==> src/rtl/data_mem_ctrl.sv <==
// rtl/data_mem_ctrl.sv - sample history memory controller (circular write, tap read, clear)
//
// Purpose: writes each incoming sample into a 256-entry circular buffer, serves
// tap reads of x(n-k), zero-fills the memory on request and, when built with
// ZERO_SLEEP_DETECT_EN, flags a run of ZERO_LIMIT consecutive zero samples.
//
// Ports:
//   Sclk, Reset                      clock, asynchronous active-high reset
//   input_rdy_flag, data_in          sample strobe (rising edge = new sample), sample
//   clear_req                        zero-fill the whole memory
//   rd_req, rd_k                     tap read request (held until rd_valid), tap delay
//   wr_en, data_wr_addr, mem_wr_data memory write port
//   rd_en, data_rd_addr              memory read port
//   rd_valid, rd_zero                read issued pulse; tap predates first sample
//   new_sample, busy                 sample write pulse; WRITE or CLEAR in progress
//   overrun, sleep_flag              sticky lost-sample flag; zero-run detected
module data_mem_ctrl #(
  parameter int DW         = 16,
  parameter int AW         = 8,
  parameter int ZERO_LIMIT = 800
) (
  input  logic          Sclk,
  input  logic          Reset,
  input  logic          input_rdy_flag,
  input  logic [DW-1:0] data_in,
  input  logic          clear_req,
  input  logic          rd_req,
  input  logic [AW-1:0] rd_k,
  output logic          wr_en,
  output logic [AW-1:0] data_wr_addr,
  output logic [DW-1:0] mem_wr_data,
  output logic          rd_en,
  output logic [AW-1:0] data_rd_addr,
  output logic          rd_valid,
  output logic          rd_zero,
  output logic          new_sample,
  output logic          busy,
  output logic          overrun,
  output logic          sleep_flag
);

  typedef enum logic [1:0] {ST_READY, ST_WRITE, ST_CLEAR} state_t;

  localparam logic [AW:0] CNT_MAX = {1'b1, {AW{1'b0}}};

  state_t        state_q, state_d;
  logic          flag_q;
  logic [AW-1:0] wr_ptr_q, wr_ptr_d;
  logic [AW:0]   cnt_q, cnt_d;
  logic [AW-1:0] clr_cnt_q, clr_cnt_d;
  logic          pend_q, pend_d;
  logic [DW-1:0] pend_data_q, pend_data_d;
  logic          overrun_q, overrun_d;
  logic          wr_en_q, wr_en_d;
  logic [AW-1:0] data_wr_addr_q, data_wr_addr_d;
  logic [DW-1:0] mem_wr_data_q, mem_wr_data_d;
  logic          rd_en_q, rd_en_d;
  logic          rd_valid_q, rd_valid_d;
  logic          rd_zero_q, rd_zero_d;
  logic [AW-1:0] data_rd_addr_q, data_rd_addr_d;
  logic          new_sample_q, new_sample_d;

  logic          smp_edge;
  logic          do_write;
  logic [DW-1:0] wdata;
  logic          consume;
  logic          edge_taken;

  assign smp_edge = input_rdy_flag & ~flag_q;

  always_comb begin
    state_d        = state_q;
    wr_ptr_d       = wr_ptr_q;
    cnt_d          = cnt_q;
    clr_cnt_d      = clr_cnt_q;
    pend_d         = pend_q;
    pend_data_d    = pend_data_q;
    overrun_d      = overrun_q;
    wr_en_d        = 1'b0;
    data_wr_addr_d = data_wr_addr_q;
    mem_wr_data_d  = mem_wr_data_q;
    rd_en_d        = 1'b0;
    rd_valid_d     = 1'b0;
    rd_zero_d      = 1'b0;
    data_rd_addr_d = data_rd_addr_q;
    new_sample_d   = 1'b0;
    do_write       = 1'b0;
    wdata          = '0;
    consume        = 1'b0;
    edge_taken     = 1'b0;

    unique case (state_q)
      ST_READY: begin
        if (smp_edge) begin
          do_write = 1'b1;
          wdata    = data_in;
          state_d  = ST_WRITE;
        end else if (rd_req && !rd_valid_q) begin
          // rd_valid_q guard stops a still-held request being taken twice.
          rd_en_d        = 1'b1;
          rd_valid_d     = 1'b1;
          data_rd_addr_d = wr_ptr_q - AW'(1) - rd_k;
          rd_zero_d      = ({1'b0, rd_k} >= cnt_q);
        end else if (clear_req) begin
          state_d        = ST_CLEAR;
          clr_cnt_d      = '0;
          wr_en_d        = 1'b1;
          data_wr_addr_d = '0;
          mem_wr_data_d  = '0;
        end
      end
      ST_WRITE, ST_CLEAR: begin
        if (state_q == ST_CLEAR && clr_cnt_q != '1) begin
          clr_cnt_d      = clr_cnt_q + AW'(1);
          wr_en_d        = 1'b1;
          data_wr_addr_d = clr_cnt_q + AW'(1);
          mem_wr_data_d  = '0;
        end else begin
          if (state_q == ST_CLEAR) begin
            wr_ptr_d = '0;
            cnt_d    = '0;
          end
          // Leaving a busy state: a pending or same-cycle edge goes straight
          // into another WRITE so READY never holds a full pending slot.
          if (pend_q) begin
            do_write = 1'b1;
            wdata    = pend_data_q;
            consume  = 1'b1;
            state_d  = ST_WRITE;
          end else if (smp_edge) begin
            do_write   = 1'b1;
            wdata      = data_in;
            edge_taken = 1'b1;
            state_d    = ST_WRITE;
          end else begin
            state_d = ST_READY;
          end
        end
      end
      default: state_d = ST_READY;
    endcase

    if (do_write) begin
      wr_en_d        = 1'b1;
      new_sample_d   = 1'b1;
      data_wr_addr_d = wr_ptr_d;
      mem_wr_data_d  = wdata;
      wr_ptr_d       = wr_ptr_d + AW'(1);
      if (cnt_d != CNT_MAX) cnt_d = cnt_d + (AW+1)'(1);
    end

    if (consume) pend_d = 1'b0;

    if (state_q != ST_READY && smp_edge && !edge_taken) begin
      if (pend_q && !consume) begin
        overrun_d = 1'b1;
      end else begin
        pend_d      = 1'b1;
        pend_data_d = data_in;
      end
    end
  end

  always_ff @(posedge Sclk or posedge Reset) begin
    if (Reset) begin
      state_q        <= ST_READY;
      flag_q         <= 1'b0;
      wr_ptr_q       <= '0;
      cnt_q          <= '0;
      clr_cnt_q      <= '0;
      pend_q         <= 1'b0;
      pend_data_q    <= '0;
      overrun_q      <= 1'b0;
      wr_en_q        <= 1'b0;
      data_wr_addr_q <= '0;
      mem_wr_data_q  <= '0;
      rd_en_q        <= 1'b0;
      rd_valid_q     <= 1'b0;
      rd_zero_q      <= 1'b0;
      data_rd_addr_q <= '0;
      new_sample_q   <= 1'b0;
    end else begin
      state_q        <= state_d;
      flag_q         <= input_rdy_flag;
      wr_ptr_q       <= wr_ptr_d;
      cnt_q          <= cnt_d;
      clr_cnt_q      <= clr_cnt_d;
      pend_q         <= pend_d;
      pend_data_q    <= pend_data_d;
      overrun_q      <= overrun_d;
      wr_en_q        <= wr_en_d;
      data_wr_addr_q <= data_wr_addr_d;
      mem_wr_data_q  <= mem_wr_data_d;
      rd_en_q        <= rd_en_d;
      rd_valid_q     <= rd_valid_d;
      rd_zero_q      <= rd_zero_d;
      data_rd_addr_q <= data_rd_addr_d;
      new_sample_q   <= new_sample_d;
    end
  end

`ifdef ZERO_SLEEP_DETECT_EN
  localparam int ZW = $clog2(ZERO_LIMIT + 1);

  logic [ZW-1:0] zero_cnt_q, zero_cnt_d;
  logic          sleep_q, sleep_d;

  // Only sample writes count; CLEAR fill writes never assert do_write.
  always_comb begin
    zero_cnt_d = zero_cnt_q;
    sleep_d    = sleep_q;
    if (do_write) begin
      if (wdata == '0) begin
        if (zero_cnt_q != ZW'(ZERO_LIMIT)) zero_cnt_d = zero_cnt_q + ZW'(1);
        sleep_d = (zero_cnt_d == ZW'(ZERO_LIMIT));
      end else begin
        zero_cnt_d = '0;
        sleep_d    = 1'b0;
      end
    end
  end

  always_ff @(posedge Sclk or posedge Reset) begin
    if (Reset) begin
      zero_cnt_q <= '0;
      sleep_q    <= 1'b0;
    end else begin
      zero_cnt_q <= zero_cnt_d;
      sleep_q    <= sleep_d;
    end
  end

  assign sleep_flag = sleep_q;
`else
  // Detection not built: ZERO_LIMIT is irrelevant and this compare is constant 0.
  assign sleep_flag = (ZERO_LIMIT < 0);
`endif

  assign wr_en        = wr_en_q;
  assign data_wr_addr = data_wr_addr_q;
  assign mem_wr_data  = mem_wr_data_q;
  assign rd_en        = rd_en_q;
  assign data_rd_addr = data_rd_addr_q;
  assign rd_valid     = rd_valid_q;
  assign rd_zero      = rd_zero_q;
  assign new_sample   = new_sample_q;
  assign busy         = (state_q != ST_READY);
  assign overrun      = overrun_q;

endmodule

==> config.mk <==
export PLATFORM = sky130hd
export DESIGN_NAME = data_mem_ctrl
export DESIGN_NICKNAME = d
export VERILOG_FILES = /design/src/rtl/data_mem_ctrl.sv
export SDC_FILE = /design/constraint.sdc
export NUM_CORES = 1
export LEC_CHECK = 0
export CAP_MARGIN = 20
export CORE_ASPECT_RATIO = 1.4
export CORE_UTILIZATION = 45
export CTS_BUF_LIST = sky130_fd_sc_hd__clkbuf_4 sky130_fd_sc_hd__clkbuf_8 sky130_fd_sc_hd__clkbuf_16
export DETAILED_ROUTE_END_ITERATION = 12
export PLACE_DENSITY = 0.74
export SLEW_MARGIN = 20
export SYNTH_ARGS = -nofsm -noshare
export SYNTH_HDL_FRONTEND = slang
export SYNTH_SLANG_ARGS = --single-unit
==> constraint.sdc <==
create_clock -name Sclk -period 3.37 [get_ports Sclk]
set_input_delay 0.674 -clock Sclk [delete_from_list [all_inputs] [get_ports Sclk]]
set_output_delay 0.674 -clock Sclk [all_outputs]
set_load 0.01 [all_outputs]
==> results.md <==
* Filler instances at 801
* Largest net degree at the start of global routing at 45
* Min Clock Period, post-route at 2640 ps
* Antenna diodes at 0
* Count of cell types in the netlist at 58
* Endpoints failing setup at 0
* Cell accounting for the most synthesized area: dfrtp_1
* # H-tree levels at 3
* Gpl congestion at 0.857
* Die Width at 85.0 um
* R2R Path Start: clr_cnt_q[0]
* Vias in the first global route at 3503
* Post-synth ARST share at 100%
* Layout Skew at 5.30 ps
* IO Count at 69
* Share of cells above drive strength 1 at 9.74%
* Pre-CTS WS at 505 ps
* Pwr dens at 886 nW/um2
* Worst-Skew Late Latency at 340 ps
* Mean post-synth cell area at 10.3 um2
* CP Launch Type: flip-flop
* Slew HR at 41.7%
* Worst Setup End Kind: flip-flop
* Max Freq at 379 MHz
* Met1 usage at 25.4%
* Post-synth top area share at 47.3%
* Root buf cell: clkbuf_16
* Status: finished, final reports clean
* Hold Path Class: reg2reg
* Worst reg2reg setup slack at 730 ps
* Drt first pass iters at 4
* Hold Startpoint: overrun
* Leakage at 2.42 nW
* Most crowded layer after global routing: met2
* Met2 Usage GRT at 36.0%
* WS Path Type: reg2reg
* Sequential area share after synthesis at 47.3%
* Area grow syn2layout at 25.0%
* Wire per inst at 16.5 um
* Placed cell areas at 5120 um2
* Port-buffer cells at 67
* Dpl hpwl at 7.24 mm
* # clock sinks at 82
* Synth Cell Area at 4340 um2
* Top FF cell, synth: dfrtp_1
* Maximum vdd drop at 0.474 mV
* Post-synth net total at 475
* Hold-fix buffers, CTS at 0
* Max Slew Vio Count at 0
* Worst-margin pin slew at 874 ps
* Post-synth EDFFs at 0
* WP data arrival at 2880 ps
* Req. time, crit path at 3620 ps
* Die area at 10000 um2
* Synthesized flop and latch total at 82
* Post-CTS setup buffer count at 0
* Synth warnings at 0
* Clock Path Buffers at 2
* DRC Markers at 0
* First-pass GRT wire length at 16.6 mm
* Final nets at 541
* Final instance area at 5420 um2
* Setup TNS at 0 ps
* Tot Pwr at 4.80 mW
* WHS Path Cells at 1
* Top post-synthesis cells by area: dfrtp_1 (47%), ha_1 (6.3%), mux2_2 (4.2%)
* Sequential cell area at 2050 um2
* Initial antenna violation count at 0
* Met3 GRT Util at 5.31%
* Via/cell ratio at 5.69
* Area of the multi-input gates at 2070 um2
* Starting density of the core at 46.1%
* TritonCTS buffer count at 9
* Post-CTS Resized at 0
* Unrepaired setup endpoints after global routing: false
* Die Ht at 118 um
* CTS clk-pin slew, worst paths at 60 ps
* Placeable Area at 9410 um2
* Post-synthesis cell count at 423
* Vias post-DR at 3429
* Iteration-0 DRC Markers at 157
* Final WS setup at 733 ps
* Hold WS at 474 ps
* Max FO, Critical Path at 7
* Worst R2R End: cnt_q[1]
* Num rows at 42
* Max cap viols at 0
* CTS tree: yes
* Hold Path End: overrun
* Drt total wl at 9.93 mm
* Final antenna-violating net count at 0
* Gr ovfl total at 0
* Final hold violation count at 0
* All-Layer GR Usage at 21.2%
* Final period util at 78.2%
* Reg2reg path depth at 9
## cell families after synthesis
group	Yosys count	synth area share [%]
other	1	0.0864
AOI/OAI and AO/OA	95	15.8
muxes	22	5.54
xor gates and xnor gates	21	4.24
buffers and inverters	50	4.96
adders and majority gates	24	7.04
DFF	82	47.3
and+or+nand+nor	128	15.0
## worst max-delay path, stage by stage, from the launching register on
cell and delay (ps):
dfrtp_1 410, ha_1 310, and4_1 420, nand4_2 200
nand2_1 170, ha_1 160, nor4b_1 290, and3_1 300
nor2_1 90, o21ai_0 200
## routing by layer
metal / up-vias / part of all wire (%) / routed length, um
met2: 94 / 50 / 5010
met1: 1673 / 42 / 4210
met4: 0 / 2.3 / 233
met3: 18 / 4.8 / 473
met5: - / 0 / 0
li1: 1644 / - / -
## worst max-delay path by stage
stage / start / end / slack [ps]
floorplan: Reset / clr_cnt_q[0] / 590
global placement: input_rdy_flag / data_wr_addr[7] / 580
detailed placement: input_rdy_flag / data_wr_addr[6] / 510
CTS: clr_cnt_q[0] / cnt_q[1] / 730
global route: clr_cnt_q[0] / cnt_q[1] / 470
finish: clr_cnt_q[0] / cnt_q[1] / 730
## registers in the layout (all words and copies together), names as in the netlist, 2 cells and up
| name | flops |
|---|---|
| clr_cnt_q | 8 |
| pend_data_q | 16 |
| state_q | 2 |
| cnt_q | 9 |
| wr_ptr_q | 8 |
| data_rd_addr | 8 |
| mem_wr_data | 16 |
| data_wr_addr | 8 |
## report_power, final
group	switching (mW)	internal, mW
Clock	0.386	0.610
Sequential	0.304	1.38
Combinational	1.07	1.05
Total	1.76	3.05
## synth_stat cells, types with 2 or more instances
cell,n
nor2_1,20
nor3_1,5
and3_1,5
o21ai_0,17
or3_1,2
buf_1,2
dfrtp_1,82
nand4_1,7
nand3_1,17
buf_2,7
a2bb2oi_1,4
buf_4,3
inv_1,29
xor2_1,7
ha_1,22
a221oi_1,2
and4_1,2
a211oi_1,2
nand2_1,41
and2_1,5
a22o_1,2
mux2i_1,6
nand2b_1,5
clkbuf_1,7
mux2_2,16
o31ai_1,2
o21a_1,2
a21o_1,7
nor4_1,9
a22oi_1,16
o2bb2ai_1,17
xnor2_1,14
a21oi_1,14
## layout by cell type (no fill, tap or decap), types with 9 or more instances in the layout
master / Yosys / layout
dfrtp_1: 82 / 82
clkdlybuf4s50_1: 0 / 67
nand2_1: 41 / 41
inv_1: 29 / 28
ha_1: 22 / 22
nor2_1: 20 / 20
o2bb2ai_1: 17 / 17
o21ai_0: 17 / 17
nand3_1: 17 / 17
mux2_2: 16 / 16
a22oi_1: 16 / 16
xnor2_1: 14 / 14
a21oi_1: 14 / 14
nor4_1: 9 / 9
clkbuf_16: 0 / 9
## final cells by class
type | count | area share [%]
Sequential cell | 82 | 37.8
Tap cell | 110 | 2.54
Timing Repair Buffer | 75 | 13.7
Clock buffer | 11 | 4.66
Multi-Input combinational cell | 291 | 38.2
Inverter | 30 | 2.10
Clock inverter | 4 | 0.946
## metrics by stage
stage / util (%) / cells
floorplan: - / 423
global route: 57.6 / 603
global placement: 54.4 / 588
detailed placement: 54.4 / 588
CTS: 57.6 / 603
finish: 57.6 / 603
No activity file was read; power rests on OpenSTA's default activity.
